**config.mk**
```make
export PLATFORM = sky130hd
export DESIGN_NAME = bp_profiler_stall_histogram
export DESIGN_NICKNAME = d
export VERILOG_FILES = /design/src/rtl/bp_profiler_pkg.sv /design/src/rtl/bp_profiler_sat_counter.sv /design/src/rtl/bp_profiler_stall_histogram.sv
export SDC_FILE = /design/constraint.sdc
export NUM_CORES = 2
export LEC_CHECK = 0
export CAP_MARGIN = 20
export CORE_ASPECT_RATIO = 1.5
export CORE_MARGIN = 1.5
export CORE_UTILIZATION = 55
export CTS_BUF_LIST = sky130_fd_sc_hd__clkbuf_8
export DETAILED_ROUTE_END_ITERATION = 8
export MAX_ROUTING_LAYER = met4
export PLACE_DENSITY = 0.82
export SLEW_MARGIN = 10
export SYNTH_ARGS = -nofsm -noshare
export SYNTH_HDL_FRONTEND = slang
export SYNTH_SLANG_ARGS = --single-unit
```
**constraint.sdc**
```tcl
create_clock -name clk_i -period 3.3 [get_ports clk_i]
set_input_delay 0.495 -clock clk_i [delete_from_list [all_inputs] [get_ports clk_i]]
set_output_delay 0.495 -clock clk_i [all_outputs]
set_load 0.01 [all_outputs]
```
**src/rtl/bp_profiler_pkg.sv**
```systemverilog
// Shared types for the stall profiler and its histogram consumer: stall reason
// codes, bin layout constants and read-port FSM states.
package bp_profiler_pkg;

    localparam int bp_profiler_instret_bin_gp = 31;
    localparam int bp_profiler_num_bins_gp    = 32;

    // Code 31 is never a stall reason; that bin is reserved for retired instructions.
    typedef enum logic [4:0] {
        e_icache_miss        = 5'd0,
        e_branch_override    = 5'd1,
        e_itlb_miss          = 5'd2,
        e_dcache_miss        = 5'd3,
        e_dtlb_miss          = 5'd4,
        e_fe_queue_stall     = 5'd5,
        e_fe_wait_stall      = 5'd6,
        e_icache_fence       = 5'd7,
        e_branch_mispredict  = 5'd8,
        e_ret_override       = 5'd9,
        e_fpu_busy           = 5'd10,
        e_long_haz           = 5'd11,
        e_mul_haz            = 5'd12,
        e_fma_haz            = 5'd13,
        e_sb_iraw_dep        = 5'd14,
        e_sb_fraw_dep        = 5'd15,
        e_sb_iwaw_dep        = 5'd16,
        e_sb_fwaw_dep        = 5'd17,
        e_struct_haz         = 5'd18,
        e_control_haz        = 5'd19,
        e_data_haz           = 5'd20,
        e_load_dep           = 5'd21,
        e_mul_dep            = 5'd22,
        e_fma_dep            = 5'd23,
        e_fence_stall        = 5'd24,
        e_cmd_fence          = 5'd25,
        e_mem_fence          = 5'd26,
        e_exception          = 5'd27,
        e_eret               = 5'd28,
        e_interrupt          = 5'd29,
        e_unknown            = 5'd30
    } bp_stall_reason_e;

    typedef enum logic {
        e_rd_idle = 1'b0,
        e_rd_resp = 1'b1
    } bp_profiler_rd_state_e;

    function automatic logic [4:0] bp_profiler_bin_sel(input logic       instret,
                                                       input logic [4:0] reason);
        return instret ? 5'(bp_profiler_instret_bin_gp) : reason;
    endfunction

    function automatic logic bp_profiler_record_legal(input logic       instret,
                                                      input logic [4:0] reason);
        return instret || (reason != 5'(bp_profiler_instret_bin_gp));
    endfunction

endpackage

```
**src/rtl/bp_profiler_sat_counter.sv**
```systemverilog
// One histogram bin: counts up by one per increment, sticks at all-ones,
// and clears to zero with priority over a concurrent increment.
module bp_profiler_sat_counter
    import bp_profiler_pkg::*;
  #(parameter int counter_width_p = 32)
  (input  logic                       clk_i,
   input  logic                       reset_i,
   input  logic                       clear_i,
   input  logic                       inc_i,
   output logic [counter_width_p-1:0] count_o);

    logic [counter_width_p-1:0] count_r;

    function automatic logic [counter_width_p-1:0] sat_inc(input logic [counter_width_p-1:0] val);
        if (&val)
            return val;
        return val + counter_width_p'(1);
    endfunction

    always_ff @(posedge clk_i) begin
        if (reset_i || clear_i)
            count_r <= '0;
        else if (inc_i)
            count_r <= sat_inc(count_r);
    end

    assign count_o = count_r;

endmodule

```
**src/rtl/bp_profiler_stall_histogram.sv**
```systemverilog
// Stall-attribution histogram: one saturating counter per stall reason plus retired
// instructions, read through a single-outstanding port. BP_PROFILER_SNAPSHOT_EN adds a shadow bank.
module bp_profiler_stall_histogram
    import bp_profiler_pkg::*;
  #(parameter int counter_width_p = 32)
  (input  logic                       clk_i,
   input  logic                       reset_i,
   input  logic                       freeze_i,
   input  logic                       v_i,
   input  logic                       instret_i,
   input  logic [4:0]                 reason_i,
   input  logic                       clear_i,
   input  logic                       snapshot_i,
   input  logic                       rd_v_i,
   input  logic [4:0]                 rd_addr_i,
   output logic                       rd_ready_o,
   output logic                       rd_v_o,
   output logic [counter_width_p-1:0] rd_data_o,
   input  logic                       rd_yumi_i);

    localparam int num_bins_lp = bp_profiler_num_bins_gp;

    logic                       count_en_li;
    logic                       legal_li;
    logic [4:0]                 bin_li;
    logic [num_bins_lp-1:0]     inc_li;
    logic [counter_width_p-1:0] count_lo [num_bins_lp];

    assign count_en_li = v_i & ~freeze_i & ~reset_i;
    assign bin_li      = bp_profiler_bin_sel(instret_i, reason_i);
    assign legal_li    = bp_profiler_record_legal(instret_i, reason_i);

    always_comb begin
        inc_li = '0;
        if (count_en_li && legal_li)
            inc_li[bin_li] = 1'b1;
    end

    always_ff @(posedge clk_i) begin
        if (count_en_li)
            assert (legal_li)
                else $error("bp_profiler_stall_histogram: reason 31 presented without instret");
    end

    for (genvar b = 0; b < num_bins_lp; b++) begin : bin
        bp_profiler_sat_counter #(.counter_width_p(counter_width_p)) counter
          (.clk_i  (clk_i),
           .reset_i(reset_i),
           .clear_i(clear_i),
           .inc_i  (inc_li[b]),
           .count_o(count_lo[b]));
    end

    logic [counter_width_p-1:0] rd_sel_li;

`ifdef BP_PROFILER_SNAPSHOT_EN
    logic [counter_width_p-1:0] shadow_r [num_bins_lp];

    // Captures the registered live values, so a same-cycle clear or increment is not seen here.
    always_ff @(posedge clk_i) begin
        if (reset_i)
            shadow_r <= '{default: '0};
        else if (snapshot_i)
            shadow_r <= count_lo;
    end

    assign rd_sel_li = shadow_r[rd_addr_i];
`else
    logic unused_snapshot;
    assign unused_snapshot = snapshot_i;
    assign rd_sel_li       = count_lo[rd_addr_i];
`endif

    bp_profiler_rd_state_e      state_r, state_n;
    logic                       rd_accept_li;
    logic [counter_width_p-1:0] rd_data_r;

    always_ff @(posedge clk_i) begin
        if (reset_i)
            state_r <= e_rd_idle;
        else
            state_r <= state_n;
    end

    always_comb begin
        state_n      = state_r;
        rd_ready_o   = 1'b0;
        rd_v_o       = 1'b0;
        rd_accept_li = 1'b0;
        case (state_r)
            e_rd_idle: begin
                rd_ready_o = 1'b1;
                if (rd_v_i) begin
                    rd_accept_li = 1'b1;
                    state_n      = e_rd_resp;
                end
            end
            e_rd_resp: begin
                rd_v_o = 1'b1;
                if (rd_yumi_i)
                    state_n = e_rd_idle;
            end
            default: state_n = e_rd_idle;
        endcase
    end

    // Latched once at accept; later clears or increments leave the response untouched.
    always_ff @(posedge clk_i) begin
        if (reset_i)
            rd_data_r <= '0;
        else if (rd_accept_li)
            rd_data_r <= rd_sel_li;
    end

    assign rd_data_o = rd_data_r;

endmodule

```
Yosys cells after proc, flatten, opt, wreduce, memory -nomap -nowiden:

Index checks and enable logic that the tools add are counted.
Widths: inputs -> output; s select.

* register bits: 1057
* logic and storage cells: 317
* output and inout bits: 34
* input port bits: 19

* reductions and logical operators: 68
* bitwise gates (word level): 6
* magnitude comparators: 3
* equal/unequal tests: 33
* multiplexer cells: 141
* add/sub/neg operators: 32

Operator list (number)
* $mux 32: 35
* $add 32x1->32 const B: 32
* $reduce_and 32->1: 32
* $bmux 32 s5: 1
* $mux 1: 102
* $ne 2x2->1 const B: 32
* $reduce_and 2->1: 32
* $ge 6x6->1 const B: 1
* $lt 5x6->1 const B: 1
* $not 5->6: 1
* $demux 1 s5: 1
* $ge 5x1->1 const B: 1
* $mux 5: 1
* $ne 5x5->1 const B: 1
* $not 1->1: 3
* $and 1x1->1: 2
* $logic_and 1x1->1: 2
* $logic_or 1x1->1: 2
* $pmux 1 s2: 1

Depth between registers and ports, before layout:

* word-level depth: 10
* mapped depth: 10
* gate-level depth less buffers: 6

By module:

From an unflattened synthesis, not the netlist that was laid out.

* cell total of the unflattened synthesis: 7341
* area, all modules: 62208.4 um^2

By module, submodules not included
* bp_profiler_sat_counter: area each 1621.6 um^2, cells an instance 191, times used 32, sequential area each 640.6 um^2
* bp_profiler_stall_histogram: area each 10318.6 um^2, cells an instance 1229, times used 1, sequential area each 660.6 um^2

Worst setup path before layout:

Ideal clock, no wire load.

* kind: input to register
* from: in instret_i
* to: reg bin[18].counter.count_r[27]
* path slack: 0.665 ns
* cell stages on the path: 6
* data arrival time: 2.564 ns
* setup time: 0.070 ns
* data required time: 3.230 ns
* path through: buf_4 or4b_4 or4_1 a211o_1 or4_1 a21oi_1

* longest elaborated chain between the ends: 7
* elaborated cells on any way between the ends: 10
* classes of those cells: order compare (2); mux (4); reduce/logical (4)

Ends and longest elaborated chain
* from (decl): line bp_profiler_stall_histogram.sv:10 `input logic instret_i,`
* $mux 5: line bp_profiler_pkg.sv:50 `return instret ? 5'(bp_profiler_instret_bin_gp) : reason;`
* $lt 5x6->1 (implied by the code) / $ge 5x1->1 (equally long branches): line bp_profiler_stall_histogram.sv:36 `inc_li[bin_li] = 1'b1;`
* $logic_and 1x1->1 (implied by the code): line bp_profiler_stall_histogram.sv:36
* $mux 1 (implied by the code): line bp_profiler_stall_histogram.sv:36
* $demux 1 s5: line bp_profiler_stall_histogram.sv:36
* $mux 32 *: line bp_profiler_stall_histogram.sv:35 `if (count_en_li && legal_li)`
* $reduce_and 2->1 (no source line) *
* to (signal assigned): line bp_profiler_sat_counter.sv:24 `count_r <= sat_inc(count_r);`
* to (decl): line bp_profiler_sat_counter.sv:12 `logic [counter_width_p-1:0] count_r;`

Mark *: on every way between the ends. The rest lies on a longest branch, timed or not.
A chain may end at the register's enable or synchronous reset.

Worst setup path in the final report:

* from: reg bin[1].counter.count_r[17]
* to: reg bin[1].counter.count_r[9]

* longest elaborated chain between the ends: 6

Ends and longest elaborated chain
* from (decl): line bp_profiler_sat_counter.sv:12
* from (signal assigned): line bp_profiler_sat_counter.sv:24
* $reduce_and 32->1 *: line bp_profiler_sat_counter.sv:15 `if (&val)`
* $mux 1: line bp_profiler_sat_counter.sv:15
* $mux 1: line bp_profiler_sat_counter.sv:23 `else if (inc_i)`
* $mux 1: line bp_profiler_sat_counter.sv:21 `if (reset_i || clear_i)`
* $ne 2x2->1 (no source line) *
* $reduce_and 2->1 (no source line) *

Mark *: on every way between the ends. The rest lies on a longest branch, timed or not. The select of a mux whose other input is x is not followed.

==> flow_summary_export.csv <==
group,metric,value,unit
outcome,outcome,"completed",
critical_path,worstReg2RegEnd,"bin[1].counter.count_o[9]",
detailed_routing,routedWlPerCell,23.7,µm
global_routing,grt_max_degree,83,
placed_design,place_hpwl,156000,µm
sta,final.setup.tns,0,ps
sta,worst_slack,341,ps
critical_path,reg2reg_depth,6,
detailed_routing,vias_per_cell,6.95,
pwr,clkPwrFrac,0.449,
global_routing,grt_pass1_vias,58772,
critical_path,cp_slowest_stage_delay,900,ps
critical_path,end_kind,"flop",
critical_path,worstPathCellList,"nand4_1 > or4_1 > o311ai_0 > buf_4 > xor2_1 > nor2_1",
critical_path,rrSetupSlack,340,ps
yosys,synth_enable_flop_cells,0,
sta,fin_crit,2960,ps
yosys,yosys.area_share.simple,0.285,
sta,max_slew_margin,0.275,
placed_design,gp_congestion,1.06,
floorplan,initial_core_util,0.554,
pwr,netSwitchingFraction,0.256,
pwr,p_comb_frac,0.058,
floorplan,row_count,148,
detailed_routing,antenna_left,0,
cts,ctsLongestPathBuffers,3,
sta,rsz0062_at_grt,"no",
placed_design,placed_area,64500,µm²
critical_path,reg2reg_from,"bin[1].counter.count_o[17]",
pwr,ir_drop,353,µV
placed_design,pre_cts_ws,-99.7,ps
global_routing,grt.overflow.total,0,
pwr,p_leak,20.1,nW
global_routing,grtUsageTotal,0.386,
yosys,synth_seq_area_share,0.353,
floorplan,dieArea,111000,µm²
critical_path,critPathMaxFanout,6,
yosys,synth_compound_area_frac,0.191,
yosys,synthAdderAreaFrac,0.00668,
yosys,synth_top_family_by_area,"simple AND/OR/NAND/NOR gates",
sta,hold_viol,0,
cts,clkLatencyLatePin,950,ps
finish,fin_cells,8965,
global_routing,grt_pass1_wl,328000,µm
critical_path,arrival,3800,ps
yosys,ys_async_sr_fraction,0,
finish,area_growth_syn_to_layout,13.4,%
floorplan,die_h,407,µm
sta,setup_viol,0,
placed_design,numPortBuffers,51,
finish,layout-drive-gt1-share,0.128,
critical_path,crit_cells,6,
pwr,intPower,19.4,mW
yosys,syn_area_per_cell,8.38,µm²
yosys,synth_nets,7210,
critical_path,worstSetupEndpoint,"bin[1].counter.count_o[9]",
detailed_routing,wirelength,213000,µm
yosys,synth-xor-area-share,0.0204,
floorplan,ioPinCount,53,
cts,numCtsBuffers,164,
yosys,yosys_register_bits,1057,
yosys,synthMuxAreaShare,0.107,
sta,worstMarginPinSlew,1070,ps
finish,n_fill_cell,9037,
cts,cts_tree,"done",
sta,clock-skew-final,53.2,ps
detailed_routing,dr.pass1.iters,8,
cts,path_clk_slew,70,ps
global_routing,antenna_found_initial,24,
detailed_routing,drcViolationCount,0,
cts,cts_root_buf,"clkbuf_8",
pwr,p_seq_frac,0.493,
critical_path,critPathTopFamily,"simple AND/OR/NAND/NOR gates",
critical_path,cp-start-kind,"flop",
yosys,yosysWarnings,0,
critical_path,crit_type,"flop to flop",
critical_path,critPathSlowestCell,"o311ai_0",
yosys,synth_ff_type,"dfxtp_1",
yosys,ys_types,86,
finish,fin_area,68000,µm²
floorplan,die_width,273,µm
sta,clock.fmax,338,MHz
placed_design,dp.cells,8643,
detailed_routing,vias,62349,
min_path,hold_path_class,"input pin to flop",
floorplan,coreArea,108000,µm²
pwr,power_per_cell_area,383,nW/µm²
detailed_routing,drtIter0Drc,7032,
sta,timing.final.crit_share,0.897,
yosys,synth_area,60000,µm²
cts,cts_setup_buffers,0,
cts,htree_levels,4,
critical_path,cp.buffers_inverters,1,
critical_path,worstPathRequired,4140,ps
pwr,net-switching-power,6.67,mW
yosys,netlist_instances,7159,
critical_path,critical_path.startpoint,"bin[1].counter.count_o[17]",
cts,clock-sinks,1057,
sta,slew_violations,0,
sta,hold_slack,208,ps
finish,final_nets,7440,
run,maxCapViolations,0,
==> worst min path at each step <==
stage / startpoint / endpoint / slack [ps] / depth (start not counted)
2_1_floorplan: bin[29].counter.count_o[31] / bin[29].counter.count_o[31] / 440 / 2
3_3_place_gp: bin[7].counter.count_o[28] / bin[7].counter.count_o[28] / 460 / 2
3_5_place_dp: bin[20].counter.count_o[25] / bin[20].counter.count_o[25] / 480 / 2
4_1_cts: rd_yumi_i / state_r / 190 / 4
5_1_grt: rd_yumi_i / state_r / 230 / 4
6_report: rd_yumi_i / state_r / 210 / 4
==> per-layer routing <==
layer	GRT usage	vias to the layer above	wire [µm]
met5	-	-	0
met4	0.336	0	21300
met3	0.0996	1058	20100
met2	0.604	3190	99000
met1	0.402	29759	72100
li1	-	28342	-
==> power by group through the flow <==
| stage | logic, mW | clock network (mW) | registers, mW |
|---|---|---|---|
| 6_report | 1.51 | 11.7 | 12.8 |
| 2_1_floorplan | 0.723 | 0 | 13.1 |
| 3_3_place_gp | 1.41 | 0 | 13.1 |
| 4_1_cts | 1.43 | 11.7 | 12.8 |
| 3_5_place_dp | 1.42 | 0 | 13.1 |
| 5_1_grt | 1.53 | 12.2 | 12.8 |
==> kinds of logic (layout without fill, tap and decap cells) <==
group / after synthesis / count (layout)
multiplexers: 441 / 441
buffers and inverters: 586 / 938
other: 0 / 29
adder cells (fa/ha/maj): 32 / 32
AO/OA/AOI/OAI: 1893 / 1893
flip-flops: 1057 / 1057
XOR/XNOR: 140 / 140
AND/OR/NAND/NOR: 3010 / 3010
==> cells in the final DEF (no fill, tap or decap), drive strengths merged, types with 74 or more instances in the layout <==
| cell type | synthesis | routed |
|---|---|---|
| inv | 142 | 198 |
| mux4 | 160 | 160 |
| nor3 | 97 | 97 |
| o21ai | 460 | 460 |
| and4 | 107 | 107 |
| nand2 | 601 | 601 |
| o211ai | 78 | 78 |
| buf | 78 | 458 |
| nor2 | 288 | 288 |
| a21oi | 725 | 725 |
| clkbuf | 366 | 211 |
| and3 | 74 | 74 |
| nand3 | 387 | 387 |
| mux2i | 281 | 281 |
| nor4 | 132 | 132 |
| xnor2 | 80 | 80 |
| or3 | 514 | 514 |
| nand4 | 333 | 333 |
| dfxtp | 1057 | 1057 |
| o31ai | 320 | 320 |
| or4 | 337 | 337 |
==> cell type report <==
class                      count  area (µm²)  area share
clock buffer                 209        2880      0.0423
sequential                  1057       21200       0.311
timing repair buffer         508        4370      0.0643
antenna                       29        72.6     0.00107
multi-input combinational   5516       36700       0.540
inverter                     142         533     0.00784
tap                         1425        1780      0.0262
clock inverter                79         495     0.00729
==> Yosys cell counts (all sizes together), types with 22 or more instances <==
master     n  share of area
a211oi    22         0.0028
a21oi    725          0.061
a22oi     64         0.0080
and2      37         0.0039
and3      74         0.0077
and4     107          0.016
buf       78         0.0060
clkbuf   366          0.023
dfxtp   1057           0.35
ha        32         0.0067
inv      142         0.0089
mux2i    281          0.047
mux4     160          0.060
nand2    601          0.038
nand3    387          0.032
nand4    333          0.035
nor2     288          0.018
nor3      97         0.0095
nor4     132          0.015
o211ai    78         0.0098
o21ai    460          0.038
o22a      32         0.0047
o22ai     32         0.0033
o31ai    320          0.040
or2       29         0.0030
or3      514          0.054
or4      337          0.042
xnor2     80          0.012
xor2      60         0.0088
==> timing repair <==
| item | in CTS | in global routing |
|---|---|---|
| resized for setup | 0 | 0 |
| hold buffers | 1 | 0 |
| endpoints found under the hold margin | 5 | 0 |
==> flip-flops by register name, summed over array words and instances, names as in the netlist <==
signal,count
state_r,1
rd_data_o,32
bin.counter.count_o,1024
==> stage by stage <==
| step | power (mW) | util |
|---|---|---|
| 6_report | 26.0 | 0.628 |
| 3_3_place_gp | 14.5 | 0.595 |
| 5_1_grt | 26.6 | 0.628 |
| 2_1_floorplan | 13.8 | - |
| 4_1_cts | 25.9 | 0.627 |
| 3_5_place_dp | 14.5 | 0.596 |
==> worst reg2reg max path: stages (launching register included) <==
cell and delay, ps:
dfxtp_1 470, nand4_1 270, or4_1 740, o311ai_0 900, buf_4 250, xor2_1 170, nor2_1 70
Note: power is estimated with default switching activity, not from simulation.
